File: src/rtl/loader_pkg.sv
// rtl/loader_pkg.sv - shared types and constants for the program loader
package loader_pkg;

    localparam int BYTES_PER_INSTR = 4;
    localparam int LEN_BYTES       = 2;

    typedef enum logic [2:0] {
        ST_IDLE,
        ST_LEN_HI,
        ST_COLLECT,
        ST_SETUP,
        ST_WRITE,
        ST_CHECK,
        ST_RUN,
        ST_ERROR
    } loader_state_e;

    function automatic logic accepts_bytes(input loader_state_e s);
        return (s == ST_IDLE) || (s == ST_LEN_HI) || (s == ST_COLLECT) || (s == ST_CHECK);
    endfunction

endpackage

File: src/rtl/instr_assembler.sv
// rtl/instr_assembler.sv - little-endian byte-to-word shifter with byte counter
module instr_assembler
    import loader_pkg::*;
#(
    parameter int WIDTH = 32
) (
    input  logic             clk,
    input  logic             rst,
    input  logic             clear_i,
    input  logic             byte_valid_i,
    input  logic [7:0]       byte_i,
    output logic [WIDTH-1:0] word_o,
    output logic             word_valid_o
);

    localparam int CW = $clog2(BYTES_PER_INSTR);
    localparam logic [CW-1:0] LAST_BYTE = CW'(BYTES_PER_INSTR - 1);

    logic [WIDTH-1:0] word_q, word_d;
    logic [CW-1:0]    cnt_q, cnt_d;

    // word_o is the word including the byte arriving now, so the final byte
    // and the completed word are available in the same cycle.
    assign word_o       = {byte_i, word_q[WIDTH-1:8]};
    assign word_valid_o = byte_valid_i && (cnt_q == LAST_BYTE);

    always_comb begin
        word_d = word_q;
        cnt_d  = cnt_q;
        if (clear_i) begin
            word_d = '0;
            cnt_d  = '0;
        end else if (byte_valid_i) begin
            word_d = word_o;
            cnt_d  = (cnt_q == LAST_BYTE) ? '0 : cnt_q + CW'(1);
        end
    end

    always_ff @(posedge clk or negedge rst) begin
        if (!rst) begin
            word_q <= '0;
            cnt_q  <= '0;
        end else begin
            word_q <= word_d;
            cnt_q  <= cnt_d;
        end
    end

endmodule

File: src/rtl/program_loader.sv
// rtl/program_loader.sv - streams a length-prefixed, checksummed image into cpuCore instruction memory
module program_loader
    import loader_pkg::*;
#(
    parameter int XLEN               = 64,
    parameter int INSTRUCTION_LENGTH = XLEN / 2
) (
    input  logic                          clk,
    input  logic                          rst,
    input  logic                          rx_valid,
    input  logic [7:0]                    rx_data,
    output logic                          rx_ready,
    input  logic                          reload,
    output logic                          dbg_wr_en,
    output logic [XLEN-1:0]               dbg_addr,
    output logic [INSTRUCTION_LENGTH-1:0] dbg_instr,
    output logic                          core_rst,
    output logic                          load_done,
    output logic                          load_error
);

    localparam int CNT_W = 8 * LEN_BYTES;

    loader_state_e                 state_q, state_d;
    logic                          rx_ready_q, rx_ready_d;
    logic [CNT_W-1:0]              count_q, count_d;
    logic [7:0]                    csum_q, csum_d;
    logic [XLEN-1:0]               next_addr_q, next_addr_d;
    logic [XLEN-1:0]               dbg_addr_q, dbg_addr_d;
    logic [INSTRUCTION_LENGTH-1:0] dbg_instr_q, dbg_instr_d;

    logic                          fire;
    logic                          restart;
    logic                          asm_valid;
    logic                          asm_word_valid;
    logic [INSTRUCTION_LENGTH-1:0] asm_word;
    logic [CNT_W-1:0]              len_full;

    assign fire      = rx_valid && rx_ready_q;
    assign restart   = reload && ((state_q == ST_RUN) || (state_q == ST_ERROR));
    assign asm_valid = fire && (state_q == ST_COLLECT);
    assign len_full  = {rx_data, count_q[7:0]};

    instr_assembler #(
        .WIDTH(INSTRUCTION_LENGTH)
    ) u_asm (
        .clk         (clk),
        .rst         (rst),
        .clear_i     (restart),
        .byte_valid_i(asm_valid),
        .byte_i      (rx_data),
        .word_o      (asm_word),
        .word_valid_o(asm_word_valid)
    );

    always_ff @(posedge clk or negedge rst) begin
        if (!rst) begin
            state_q     <= ST_IDLE;
            rx_ready_q  <= 1'b0;
            count_q     <= '0;
            csum_q      <= '0;
            next_addr_q <= '0;
            dbg_addr_q  <= '0;
            dbg_instr_q <= '0;
        end else begin
            state_q     <= state_d;
            rx_ready_q  <= rx_ready_d;
            count_q     <= count_d;
            csum_q      <= csum_d;
            next_addr_q <= next_addr_d;
            dbg_addr_q  <= dbg_addr_d;
            dbg_instr_q <= dbg_instr_d;
        end
    end

    always_comb begin
        state_d = state_q;
        case (state_q)
            ST_IDLE:    if (fire) state_d = ST_LEN_HI;
            ST_LEN_HI:  if (fire) state_d = (len_full == '0) ? ST_CHECK : ST_COLLECT;
            ST_COLLECT: if (asm_word_valid) state_d = ST_SETUP;
            ST_SETUP:   state_d = ST_WRITE;
            ST_WRITE:   state_d = (count_q == CNT_W'(1)) ? ST_CHECK : ST_COLLECT;
            ST_CHECK:   if (fire) state_d = (rx_data == csum_q) ? ST_RUN : ST_ERROR;
            ST_RUN:     if (reload) state_d = ST_IDLE;
            ST_ERROR:   if (reload) state_d = ST_IDLE;
            default:    state_d = ST_IDLE;
        endcase
    end

    // The write address/word are captured on entry to SETUP and only advance
    // at the next SETUP, so they stay stable well after the strobe drops.
    always_comb begin
        count_d     = count_q;
        csum_d      = csum_q;
        next_addr_d = next_addr_q;
        dbg_addr_d  = dbg_addr_q;
        dbg_instr_d = dbg_instr_q;
        if (restart) begin
            count_d     = '0;
            csum_d      = '0;
            next_addr_d = '0;
            dbg_addr_d  = '0;
            dbg_instr_d = '0;
        end else begin
            case (state_q)
                ST_IDLE:   if (fire) count_d = CNT_W'(rx_data);
                ST_LEN_HI: if (fire) count_d = len_full;
                ST_COLLECT: begin
                    if (fire) csum_d = csum_q ^ rx_data;
                    if (asm_word_valid) begin
                        dbg_addr_d  = next_addr_q;
                        dbg_instr_d = asm_word;
                    end
                end
                ST_WRITE: begin
                    count_d     = count_q - CNT_W'(1);
                    next_addr_d = next_addr_q + XLEN'(1);
                end
                default: ;
            endcase
        end
    end

    always_comb begin
        rx_ready_d = accepts_bytes(state_d);
        dbg_wr_en  = 1'b0;
        core_rst   = 1'b1;
        load_done  = 1'b0;
        load_error = 1'b0;
        case (state_q)
            ST_WRITE: dbg_wr_en = 1'b1;
            ST_RUN: begin
                core_rst  = 1'b0;
                load_done = 1'b1;
            end
            ST_ERROR: load_error = 1'b1;
            default: ;
        endcase
    end

    assign rx_ready  = rx_ready_q;
    assign dbg_addr  = dbg_addr_q;
    assign dbg_instr = dbg_instr_q;

endmodule

File: config.mk
export PLATFORM = sky130hd
export DESIGN_NAME = program_loader
export DESIGN_NICKNAME = d
export VERILOG_FILES = /design/src/rtl/loader_pkg.sv /design/src/rtl/instr_assembler.sv /design/src/rtl/program_loader.sv
export SDC_FILE = /design/constraint.sdc
export NUM_CORES = 1
export LEC_CHECK = 0
export BUFFER_PORTS_ARGS = -buffer_cell sky130_fd_sc_hd__buf_4
export CAP_MARGIN = 25
export CORE_MARGIN = 1.5
export CORE_UTILIZATION = 53
export DETAILED_ROUTE_END_ITERATION = 8
export PLACE_DENSITY = 0.76
export SLEW_MARGIN = 30
export SYNTH_ARGS = -nofsm -noshare
export SYNTH_HDL_FRONTEND = slang
export SYNTH_SLANG_ARGS = --single-unit
File: constraint.sdc
create_clock -name clk -period 2.1 [get_ports clk]
set_input_delay 0.42 -clock clk [delete_from_list [all_inputs] [get_ports clk]]
set_output_delay 0.42 -clock clk [all_outputs]
set_load 0.01 [all_outputs]
==> results.txt <==
number of buffers created by CTS: 22
final-report hold violation count: 0
crit path max fanout: 15
Fmax achieved: 0.481 GHz
final setup vio count: 0
wire per inst: 16.4 um
Ys Warns: 0
I/O Buffers: 112
worst reg2reg endpoint: next_addr_q[59]$_DFFE_PN0P_
headroom to the max-slew limit: 52.5%
most used cell along the critical path: nand3_1
Worst VDD drop: 0.000669 V
Slowest-stage cell, CP: or4_1
CP Capture Type: flop
Netlist cell types: 53
maximum clock path buffer count: 3
ANT cells: 0
total power: 15.1 mW
fraction of registers with async set/reset: 100%
Clock Power Share: 29.5%
TritonRoute pass-1 iters: 7
WP data required: 2.52 ns
FF+latch count, synth: 214
critical path data arrival time: 2.50 ns
post-placement setup slack: -0.0666 ns
Worst setup SP type: flop
Seq/Total Area, Yosys: 54.3%
detailed placement HPWL: 16.3 mm
Critical R2R Launch: next_addr_q[24]$_DFFE_PN0P_
Clock Skew: 0.0115 ns
dominant cell type by area after synthesis: dfrtp_1
Slew Limit Fails: 0
Overall Global Routing Usage: 25.7%
fraction of layout instances using a drive strength above 1: 20.9%
CTS tree: yes
H-tree levels: 1
switching share of total power: 32.4%
Int Pwr: 10.2 mW
maxcap violations: 0
nets: 1277
Core ar.: 18100 sq um
Hold Path Depth: 3
Initial Utilization: 54.6%
CTS root buffer: clkbuf_16
area of the die: 19500 sq um
outcome: finished, violations left
Synth area leaders: dfrtp_1, nand2_1, nand3_1
CP bufs+invs: 2
Hold Path Class: in2reg
commonest register cell after synthesis: dfrtp_1
Die Wd: 139 um
EDFF count, synth: 0
Multi-input gate area: 4270 sq um
Synthesized Nets: 1121
Reg power frac: 42.7%
FF+latch area: 5360 sq um
cells after synthesis: 1105
synth cell count leaders: nand2_1, dfrtp_1, nand3_1
violated checks: DRC
area grow syn2layout: 26.4%
delay of the slowest cell on the worst path: 0.47 ns
RePlAce Congestion: 0.912
initial antenna violation count: 0
Die H: 139 um
Total Wirelength: 24.7 mm
via count: 8746
Cell Area, Synth: 9870 sq um
clock slew at reported path FFs: 0.06 ns
post-route ant nets: 0
logic gate share of total power: 27.8%
total congestion overflow: 0
Yosys top cell area share: 54.3%
Pleak: 6.07 nW
CP Launch Point: next_addr_q[24]$_DFFE_PN0P_
actual slew at the worst max-slew pin: 0.705 ns
Ports: 113
Final Cycle Share: 99.0%
vias in the first global route: 8599
Avg Synthesized Cell Area: 8.93 sq um
FP Rows: 49
FF-to-FF path depth: 7
Filler Cell Count: 1423
Vias per Instance: 5.82
hold endpoint: dbg_instr[24]$_DFFE_PN0P_
P_sw: 4.90 mW
cell family with most CP delay: simple AND/OR/NAND/NOR gates
Reg2Reg Setup Slack: 0.02 ns
worst hold start: rx_data[0]
RSZ-0062 raised after global routing: true
first-pass GRT wire length: 41.7 mm
pwr dens: 1210 nW/um^2
most frequent cell after synthesis: nand2_1
number of DRC markers in iteration 0: 646
post-route setup slack: 0.0201 ns
drc violations: 8
crit path time final: 2.08 ns
largest net degree at the start of global routing: 70
clk_lat worst skew: 0.51 ns
worst path cell trace: nand3_1 -> nor4_4 -> buf_4 -> nand3_1 -> buf_6 -> or4_1 -> a21oi_1
CTS sink count: 214
critical path type: reg2reg
Final Util: 69.0%
through the flow:
stage | instance area (sq um) | TNS (ns) | hold WS, ns | instances
finish | 12500 | 0 | 0.184 | 1504
global placement | 11400 | 0 | 0.417 | 1453
detailed placement | 11400 | -0.374 | 0.420 | 1453
global route | 12500 | -0.190 | 0.181 | 1504
CTS | 12400 | 0 | 0.171 | 1496
floorplan | 9870 | 0 | 0.124 | 1105
kinds of logic after synthesis:
logic type / count (synthesis) / share of synthesized area, %
AOI/OAI and AO/OA: 191 / 11.2
xor gates and xnor gates: 34 / 3.02
adders and majority gates: 4 / 0.507
buffers and inverters: 89 / 3.47
DFF: 214 / 54.3
muxes: 1 / 0.101
and+or+nand+nor: 572 / 27.5
metal layers:
layer | wire, um | GRT usage (%) | part of all wire, %
met5 | 0 | 0 | 0
met2 | 12100 | 42.2 | 49
met3 | 1290 | 3.75 | 5.2
met1 | 10900 | 35.9 | 44
met4 | 449 | 7.05 | 1.8
state kept, by name, summed over array words and instances (netlist names):
name          cells
count_q          16
csum_q            8
dbg_addr         64
dbg_instr        32
next_addr_q      64
rx_ready          1
state_q           3
u_asm.cnt_q       2
u_asm.word_q     24
worst reg2reg max path: stages (launching register included):
cell and delay [ns]:
dfrtp_1 0.40, nand3_1 0.15, nor4_4 0.30, buf_4 0.19, nand3_1 0.11, buf_6 0.18, or4_1 0.47, a21oi_1 0.18
final cells by class:
type | count | area share [%]
Clock buffer | 29 | 5.12
Sequential cell | 214 | 42.9
Timing Repair Buffer | 207 | 13.5
Inverter | 14 | 0.441
Multi-Input combinational cell | 802 | 34.2
Clock inverter | 9 | 1.56
Tap cell | 229 | 2.30
what timing repair did:
| item | 4_1_cts | 5_1_grt |
|---|---|---|
| setup endpoints to repair | 20 | 34 |
| hold endpoints to repair | 43 | 0 |
| setup buffers | 3 | 8 |
| gates resized for setup | 8 | 20 |
| pin swaps | 2 | 7 |
| gates cloned | 1 | 0 |
| hold buffers | 1 | 0 |
power by group through the flow:
stage / clock [mW] / combinational (mW) / sequential, mW
3_3_place_gp: 0 / 3.92 / 6.43
6_report: 4.46 / 4.20 / 6.44
5_1_grt: 4.70 / 4.68 / 6.60
2_1_floorplan: 0 / 2.07 / 6.49
3_5_place_dp: 0 / 4.06 / 6.47
4_1_cts: 4.54 / 4.14 / 6.42
cell usage in the layout, fill, tap and decap left out, types with 12 or more instances in the layout:
master,Yosys,routed
or3_1,20,20
o31ai_1,15,15
buf_4,2,193
nand3_1,116,114
inv_1,13,13
xor2_1,25,25
dfrtp_1,214,213
nand4_1,29,29
a21oi_1,79,74
or4_1,13,12
nand2_1,266,265
o21ai_0,62,60
nor2_1,56,56
clkbuf_16,0,23
worst max path at each step:
stage | to | slack, ns | cells after the start
2_1_floorplan | next_addr_q[57]$_DFFE_PN0P_ | 0.005 | 7
3_3_place_gp | next_addr_q[33]$_DFFE_PN0P_ | 0.002 | 6
3_5_place_dp | next_addr_q[31]$_DFFE_PN0P_ | -0.07 | 6
4_1_cts | next_addr_q[52]$_DFFE_PN0P_ | 0.01 | 7
5_1_grt | next_addr_q[57]$_DFFE_PN0P_ | -0.05 | 6
6_report | next_addr_q[59]$_DFFE_PN0P_ | 0.02 | 7
Power figures use the tool's default switching activity.
